File: src/rtl/fpga_cfg_pkg.sv
// Shared FPGA configuration constants and types for the QMC engine datapath.
package fpga_cfg_pkg;

    localparam int unsigned FP_WIDTH          = 32;
    localparam int unsigned SQRT_N_REQ        = 4;
    localparam int unsigned SQRT_MAX_INFLIGHT = 8;
    localparam int unsigned SQRT_ID_W         = $clog2(SQRT_N_REQ);

    typedef logic [SQRT_ID_W-1:0] sqrt_req_id_t;

endpackage

File: src/rtl/fx_sqrt_share_arb_tag_fifo.sv
// In-order tag FIFO: records the requester ID of each issued fxSqrt operation.
module sqrt_tag_fifo #(
    parameter int unsigned DEPTH = 8,
    parameter int unsigned DW    = 2
) (
    input  logic                         clk,
    input  logic                         rst_n,
    input  logic                         push,
    input  logic                         pop,
    input  logic [DW-1:0]                din,
    output logic [DW-1:0]                dout,
    output logic                         empty,
    output logic                         full,
    output logic [$clog2(DEPTH+1)-1:0]   count
);

    localparam int unsigned AW = (DEPTH > 1) ? $clog2(DEPTH) : 1;
    localparam int unsigned CW = $clog2(DEPTH + 1);

    logic [DW-1:0] mem_q [DEPTH];
    logic [AW-1:0] wr_ptr_q, wr_ptr_d;
    logic [AW-1:0] rd_ptr_q, rd_ptr_d;
    logic [CW-1:0] count_q, count_d;
    logic          push_ok;
    logic          pop_ok;

    // Pointers wrap explicitly so DEPTH need not be a power of two.
    function automatic logic [AW-1:0] ptr_inc(input logic [AW-1:0] p);
        return (p == AW'(DEPTH - 1)) ? '0 : p + AW'(1);
    endfunction

    always_comb begin
        empty    = (count_q == '0);
        full     = (count_q == CW'(DEPTH));
        pop_ok   = pop && !empty;
        push_ok  = push && (!full || pop_ok);
        wr_ptr_d = wr_ptr_q;
        rd_ptr_d = rd_ptr_q;
        count_d  = count_q;
        if (push_ok) begin
            wr_ptr_d = ptr_inc(wr_ptr_q);
        end
        if (pop_ok) begin
            rd_ptr_d = ptr_inc(rd_ptr_q);
        end
        case ({push_ok, pop_ok})
            2'b10:   count_d = count_q + CW'(1);
            2'b01:   count_d = count_q - CW'(1);
            default: count_d = count_q;
        endcase
    end

    always_ff @(posedge clk or negedge rst_n) begin
        if (!rst_n) begin
            wr_ptr_q <= '0;
            rd_ptr_q <= '0;
            count_q  <= '0;
        end else begin
            wr_ptr_q <= wr_ptr_d;
            rd_ptr_q <= rd_ptr_d;
            count_q  <= count_d;
        end
    end

    // Storage needs no reset: occupancy alone decides what is valid.
    always_ff @(posedge clk) begin
        if (push_ok) begin
            mem_q[wr_ptr_q] <= din;
        end
    end

    assign dout  = mem_q[rd_ptr_q];
    assign count = count_q;

endmodule

File: src/rtl/fx_sqrt_share_arb.sv
// Shares one fxSqrt pipeline between N_REQ requesters: round-robin issue,
// in-order tag tracking, and per-requester steering of returned results.
module fx_sqrt_share_arb
    import fpga_cfg_pkg::*;
#(
    parameter int unsigned N_REQ        = SQRT_N_REQ,
    parameter int unsigned WIDTH        = FP_WIDTH,
    parameter int unsigned MAX_INFLIGHT = SQRT_MAX_INFLIGHT,
    localparam int unsigned ID_W        = $clog2(N_REQ),
    localparam int unsigned CNT_W       = $clog2(MAX_INFLIGHT + 1)
) (
    input  logic                   clk,
    input  logic                   rst_n,
    input  logic [N_REQ-1:0]       req_valid,
    output logic [N_REQ-1:0]       req_ready,
    input  logic [N_REQ*WIDTH-1:0] req_data,
    output logic [N_REQ-1:0]       rsp_valid,
    input  logic [N_REQ-1:0]       rsp_ready,
    output logic [WIDTH-1:0]       rsp_data,
    output logic                   sq_valid,
    input  logic                   sq_ready,
    output logic [WIDTH-1:0]       sq_a,
    input  logic                   sq_rvalid,
    output logic                   sq_rready,
    input  logic [WIDTH-1:0]       sq_result,
    output logic [CNT_W-1:0]       inflight,
    output logic                   err_orphan
);

    logic [ID_W-1:0] rr_q, rr_d;
    logic [ID_W-1:0] winner;
    logic            found;
    int unsigned     idx;
    logic            can_issue;
    logic            issue;
    logic [ID_W-1:0] tag_head;
    logic            fifo_empty;
    logic            fifo_full;
    logic            fifo_pop;
    logic            err_orphan_q, err_orphan_d;

    // Rotating-priority search starting at rr_q.
    always_comb begin
        winner = rr_q;
        found  = 1'b0;
        idx    = 0;
        for (int unsigned k = 0; k < N_REQ; k++) begin
            idx = int'(rr_q) + k;
            if (idx >= N_REQ) begin
                idx = idx - N_REQ;
            end
            if (!found && req_valid[ID_W'(idx)]) begin
                winner = ID_W'(idx);
                found  = 1'b1;
            end
        end
    end

    // Issue side; every handshake output is held low during reset.
    always_comb begin
        can_issue = rst_n && sq_ready && (inflight < CNT_W'(MAX_INFLIGHT));
        sq_valid  = can_issue && found;
        issue     = sq_valid;
        req_ready = '0;
        sq_a      = '0;
        for (int unsigned i = 0; i < N_REQ; i++) begin
            if (ID_W'(i) == winner) begin
                sq_a = req_data[i*WIDTH +: WIDTH];
            end
        end
        if (issue) begin
            req_ready = N_REQ'(1) << winner;
        end
        rr_d = rr_q;
        if (issue) begin
            rr_d = (winner == ID_W'(N_REQ - 1)) ? '0 : winner + ID_W'(1);
        end
    end

    // Return side: a beat with no tag is drained and flagged as an orphan.
    always_comb begin
        rsp_data     = sq_result;
        rsp_valid    = '0;
        sq_rready    = 1'b0;
        if (rst_n) begin
            if (fifo_empty) begin
                sq_rready = sq_rvalid;
            end else begin
                sq_rready = rsp_ready[tag_head];
                if (sq_rvalid) begin
                    rsp_valid = N_REQ'(1) << tag_head;
                end
            end
        end
        fifo_pop     = sq_rvalid && sq_rready && !fifo_empty;
        err_orphan_d = err_orphan_q || (sq_rvalid && fifo_empty);
    end

    always_ff @(posedge clk or negedge rst_n) begin
        if (!rst_n) begin
            rr_q         <= '0;
            err_orphan_q <= 1'b0;
        end else begin
            rr_q         <= rr_d;
            err_orphan_q <= err_orphan_d;
        end
    end

    sqrt_tag_fifo #(
        .DEPTH (MAX_INFLIGHT),
        .DW    (ID_W)
    ) u_tag_fifo (
        .clk   (clk),
        .rst_n (rst_n),
        .push  (issue),
        .pop   (fifo_pop),
        .din   (winner),
        .dout  (tag_head),
        .empty (fifo_empty),
        .full  (fifo_full),
        .count (inflight)
    );

    assign err_orphan = err_orphan_q;

    logic unused_ok;
    assign unused_ok = fifo_full;

endmodule

File: config.mk
export PLATFORM = sky130hd
export DESIGN_NAME = fx_sqrt_share_arb
export DESIGN_NICKNAME = d
export VERILOG_FILES = /design/src/rtl/fpga_cfg_pkg.sv /design/src/rtl/fx_sqrt_share_arb_tag_fifo.sv /design/src/rtl/fx_sqrt_share_arb.sv
export SDC_FILE = /design/constraint.sdc
export NUM_CORES = 1
export LEC_CHECK = 0
export CAP_MARGIN = 5
export CORE_ASPECT_RATIO = 1.5
export CORE_MARGIN = 4
export CORE_UTILIZATION = 29
export DETAILED_ROUTE_END_ITERATION = 10
export GPL_TIMING_DRIVEN = 0
export PLACE_DENSITY = 0.82
export REMOVE_ABC_BUFFERS = 1
export SYNTH_ARGS = -nofsm -noshare
export SYNTH_HDL_FRONTEND = slang
export SYNTH_SLANG_ARGS = --single-unit
File: constraint.sdc
create_clock -name clk -period 3.4 [get_ports clk]
set_input_delay 0.68 -clock clk [delete_from_list [all_inputs] [get_ports clk]]
set_output_delay 0.68 -clock clk [all_outputs]
set_load 0.005 [all_outputs]
# Word level (Yosys, flattened, before mapping)
# Memories as Yosys holds them, arrays and structs flattened.
# Index checks and enable logic that the tools add are counted.
# word_totals
elab_cells	98
memories	1
ram_bits	16
register_bits	13
out_inout_bits	79
# classes
eq_ne	9
n_reduce_logical	21
n_mux	38
magnitude_cmp	10
add_sub_neg	12
n_shift	2
# memory_table
memory	words	width	read_ports	rd_clocked_by_memory_dff	write_ports	line_no	source
u_tag_fifo.mem_q	8	2	1	0	1	fx_sqrt_share_arb_tag_fifo.sv:20	logic [DW-1:0] mem_q [DEPTH];
# op_table
op	count
$mux W32	4
$mux W2	9
$mux W4	4
$lt A2 B3 Y1 const B	5
$mux W1	13
$logic_and A1 B1 Y1	11
$bmux W1 S2	5
$ge A3 B3 Y1 const B	3
$pmux W4 S2	1
$shl A1 B2 Y4 const A	2
$sub A2 B1 Y2 const B	4
$add A2 B2 Y3 const B	2
$add A3 B1 Y3 const B	2
$eq A3 B3 Y1 const B	2
$mux W3	2
$logic_not A1 Y1	5
$add A4 B1 Y4 const B	1
$eq A2 B2 Y1 const A	2
$eq A2 B2 Y1 const B	2
$eq A4 B4 Y1 const B	1
$logic_not A4 Y1	1
$lt A4 B4 Y1 const B	1
$sub A4 B1 Y4 const B	1
$add A2 B1 Y3 const B	1
other kinds (7)	8

# Logic depth before layout (Yosys ltp)
# logic_depth
depth_word	19
depth_mapped	15
ltp_nobuf	13

# Modules after synthesis
# From an unflattened synthesis, not the netlist that was laid out.
# unflattened
cells_unflattened	321
area_unflattened_um2	2946.6
# by_module_without_submodules
mod	area_per_inst_um2	n_inst	seq_area_each_um2	cells_per_inst
fx_sqrt_share_arb	1617.8	1	75.1	229
sqrt_tag_fifo	1328.8	1	730.7	92

# Worst setup path before layout
# Ideal clock, no wire load.
# synth_path
path_kind	input-to-output
from	input req_valid[0]
to	output sq_a[14]
setup_slack_ns	0.059
path_stages	13
arrival_time_ns	2.661
path_cell_list	inv_1 -> nor2_1 -> a21oi_1 -> o32ai_1 -> a21oi_1 -> ha_1 -> clkbuf_1 -> clkbuf_1 -> nor2_1 -> a21oi_1 -> nor2_1 -> a21oi_1 -> o21ai_1
# synth_via
elab_chain_len	17
# synth_rtl
item	line_no	source
start: declaration	fx_sqrt_share_arb.sv:14	input logic [N_REQ-1:0] req_valid,
$bmux W1 S2	fx_sqrt_share_arb.sv:52	if (!found && req_valid[ID_W'(idx)]) begin
$mux W1 (implied by the code)	fx_sqrt_share_arb.sv:52	
$mux W1	fx_sqrt_share_arb.sv:52	
$logic_not A1 Y1	fx_sqrt_share_arb.sv:52	
$logic_and A1 B1 Y1	fx_sqrt_share_arb.sv:52	
$mux W1	fx_sqrt_share_arb.sv:52	
$logic_not A1 Y1	fx_sqrt_share_arb.sv:52	
$logic_and A1 B1 Y1	fx_sqrt_share_arb.sv:52	
$mux W1	fx_sqrt_share_arb.sv:52	
$logic_not A1 Y1	fx_sqrt_share_arb.sv:52	
$logic_and A1 B1 Y1	fx_sqrt_share_arb.sv:52	
$mux W2 (*)	fx_sqrt_share_arb.sv:52	
net u_tag_fifo.din[0]	fx_sqrt_share_arb_tag_fifo.sv:10	input logic [DW-1:0] din,
$logic_not A2 Y1	fx_sqrt_share_arb.sv:67	if (ID_W'(i) == winner) begin
$mux W32 (3 in series)	fx_sqrt_share_arb.sv:67	
$mux W32 (*)	fx_sqrt_share_arb.sv:67	
end: declaration	fx_sqrt_share_arb.sv:22	output logic [WIDTH-1:0] sq_a,
# Mark *: on every way through the listed nets, which the timed path passes. The rest lies on a longest branch. The select of a mux whose other input is x is not followed.

# Worst setup path after layout
# layout_path
from	input req_valid[3]
to	output sq_a[2]
# The elaborated chain is that of the path after synthesis.

==> results_dict.tcl <==
set metrics [dict create \
    ys_seq_area_frac 0.279 \
    clock_latency_ps 280 \
    syn_to_final_growth_pct 86.7 \
    cts_max_path_buffers 2 \
    p_int_mw 2.31 \
    finalNetCount 774 \
    cts_inserted_buffers 5 \
    maxCapViolCount 0 \
    crit_arrival_ps 2680 \
    synth_top_cell_area_share 0.166 \
    dieArea_um2 11700 \
    worst_path_max_delay_cell "dlygate4sd2_1" \
    p_per_area_nw_per_um2 750 \
    via_per_inst 5.22 \
    grt_pass1_vias 3569 \
    fin_hold_ws_ps 418 \
    busiest_layer "met2" \
    reg2reg_depth 11 \
    cts.htree.levels 2 \
    die_y_um 130 \
    min_period_ps 3360 \
    synth.most_common_cell "nand2_1" \
    switchingPower_mw 1.74 \
    cts_tree "done" \
    netlist_top_cells_area "edfxtp_1 (17%), a21oi_1 (12%), dfrtp_1 (11%), nand2_1 (11%), nor2_1 (9.2%)" \
    path_clk_slew_ps 50 \
    seq_power_share 0.154 \
    pin_count 251 \
    maxSlewViolCount 0 \
    worstSetupEndpointType "primary output" \
    row_count 44 \
    crit_type "input port to primary output" \
    max-vdd-ir-drop_mv 0.571 \
    vias 3689 \
    slew_headroom 0.617 \
    yosysTopAreaCell "edfxtp_1" \
    rsz0062_at_grt "yes" \
    grt-ovfl-total 0 \
    first_iter_violations 165 \
    netlist_top_cells_count "nand2_1 (82), nor2_1 (71), a21oi_1 (67)" \
    p_comb_frac 0.742 \
    slowest_delay_ps 300 \
    gr-usage-met2 0.363 \
    yosys_register_bits 29 \
    ant_nets 0 \
    start_kind "input port" \
    core_um2 9690 \
    clock-sinks 29 \
    hold_path.class "input port to asynchronous set/reset pin" \
    worstPathRequired_ps 2720 \
    worstMarginPinSlew_ps 566 \
    leakagePower_nw 2.25 \
    setup_viol 0 \
    status "completed" \
    hold_viol_final 0 \
    syn_avg_cell_area_um2 6.98 \
    synth_warnings 0 \
    first_pass_iters 5 \
    antenna-diode-count 0 \
    totalWireLength_um 13700 \
    fmax_ghz 0.297 \
    grt.total_usage 0.218 \
    synth-edff-count 16 \
    globalplace.congestion 0.793 \
    path_cells "dlygate4sd2_1 -> o22ai_1 -> a21oi_4 -> buf_6 -> ha_4 -> buf_4 -> buf_6 -> nor2_1 -> a21oi_2 -> nor2_1 -> a21oi_1 -> o21ai_1 -> clkdlybuf4s15_1" \
    synthArstFlopShare 0.448 \
    dp_cells 658 \
    switching_share 0.430 \
    grt_pass1_wl_um 18900 \
    port_buffers 186 \
    path_max_fanout 5 \
    dp.final_hpwl_um 9110 \
    ctsHoldBuffers 0 \
    use_met3 0.101 \
    use_met1 0.242 \
    synthFlopType "edfxtp_1" \
    grt_max_degree 32 \
    syn_area_um2 2890 \
    synthCells 414 \
    die_w_um 89.5 \
    initial_utilization 0.298 \
    instances_no_fill 707 \
    period_share 0.989 \
    antenna_found_initial 0 \
    p_clk_frac 0.104 \
    skew_ps 8.01 \
    final_layout_size_suffix_gt1_frac 0.262 \
    avgRoutedWirePerCell_um 19.4 \
    cts_root_buf "clkbuf_16" \
    drc_errors 0 \
    ys_types 40 \
]
[flip-flops by register name, indices dropped and copies added (netlist names)]
name                 cells
err_orphan               1
rr_q                     2
u_tag_fifo.rd_ptr_q      3
u_tag_fifo.count         4
u_tag_fifo.mem_q        16
u_tag_fifo.wr_ptr_q      3
[what timing repair did]
action	CTS	global route
setup buffers	28	8
cloned	6	2
pin swaps	7	22
endpoints found under the setup margin	43	33
resized for setup	171	57
[cell type report]
type	count	area, um2
fillers	844	4290
multi-input cells	315	1950
flip-flops and latches	29	807
inverters	10	42.5
clock inverters	3	17.5
clock buffers	5	125
repair buffers	230	2310
well taps	115	144
[power by group through the flow]
stage	clock, mW	sequential [mW]	combinational [mW]
after floorplan	0	0.592	1.15
after global placement	0	0.612	2.17
after detailed placement	0	0.622	2.29
after CTS	0.424	0.619	2.87
after global routing	0.438	0.636	3.25
final	0.421	0.624	3.00
[routing by layer]
layer	wire, um	vias to the layer above
met1	5070	1691
met5	40	-
li1	-	1729
met2	6500	240
met3	1690	27
met4	391	2
[per-stage QoR]
step | TNS, ps | cell area, um2 | setup slack (ps) | util | total power, mW
detailed placement | -51320 | 4610 | -1660 | 0.476 | 2.91
global route | -361 | 5400 | -36.7 | 0.557 | 4.32
global placement | -80800 | 4540 | -2450 | 0.469 | 2.79
CTS | -24.9 | 5290 | -24.9 | 0.546 | 3.92
floorplan | -18380 | 2540 | -565 | - | 1.75
finish | 0 | 5400 | 38.1 | 0.557 | 4.05
[layout by cell type, fill, tap and decap left out, drive strengths merged, types with 2 or more instances in the layout]
| cell | count |
|---|---|
| a21o | 4 |
| a21oi | 67 |
| and2 | 4 |
| and3 | 2 |
| buf | 64 |
| clkbuf | 14 |
| clkdlybuf4s15 | 5 |
| clkdlybuf4s50 | 147 |
| clkinv | 2 |
| dfrtp | 13 |
| dlygate4sd2 | 3 |
| edfxtp | 16 |
| ha | 10 |
| inv | 10 |
| mux2 | 8 |
| mux4 | 4 |
| nand2 | 83 |
| nand2b | 2 |
| nand3 | 2 |
| nor2 | 71 |
| nor3 | 4 |
| nor3b | 2 |
| nor4 | 3 |
| nor4b | 2 |
| o21ai | 34 |
| xnor2 | 3 |
[kinds of logic after synthesis]
kind of cell             count (synthesis)  share of synthesized area
AND/OR/NAND/NOR                        177                      0.253
adder cells (fa/ha/maj)                 11                     0.0502
XOR/XNOR                                 3                     0.0117
buffers and inverters                   70                      0.135
AO/OA/AOI/OAI                          111                      0.201
flip-flops                              29                      0.279
multiplexers                            13                     0.0697
[worst paths after layout]
kind | startpoint | to | slack [ps]
max | req_valid[3] | sq_a[2] | 40
min | rst_n | u_tag_fifo.rd_ptr_q[2] | 420
max reg2reg | u_tag_fifo.rd_ptr_q[0] | u_tag_fifo.count[3] | 140
min reg2reg | err_orphan | err_orphan | 490
max in group asynchronous | rst_n | u_tag_fifo.rd_ptr_q[0] | 2670
min in group clk | err_orphan | err_orphan | 490
[critical path: cells and delay by family]
kind	cells	cell delay [ps]
AND/OR/NAND/NOR	2	240
AO/OA/AOI/OAI	5	630
buffers and inverters	5	940
adder cells (fa/ha/maj)	1	190
Power figures use the tool's default switching activity.
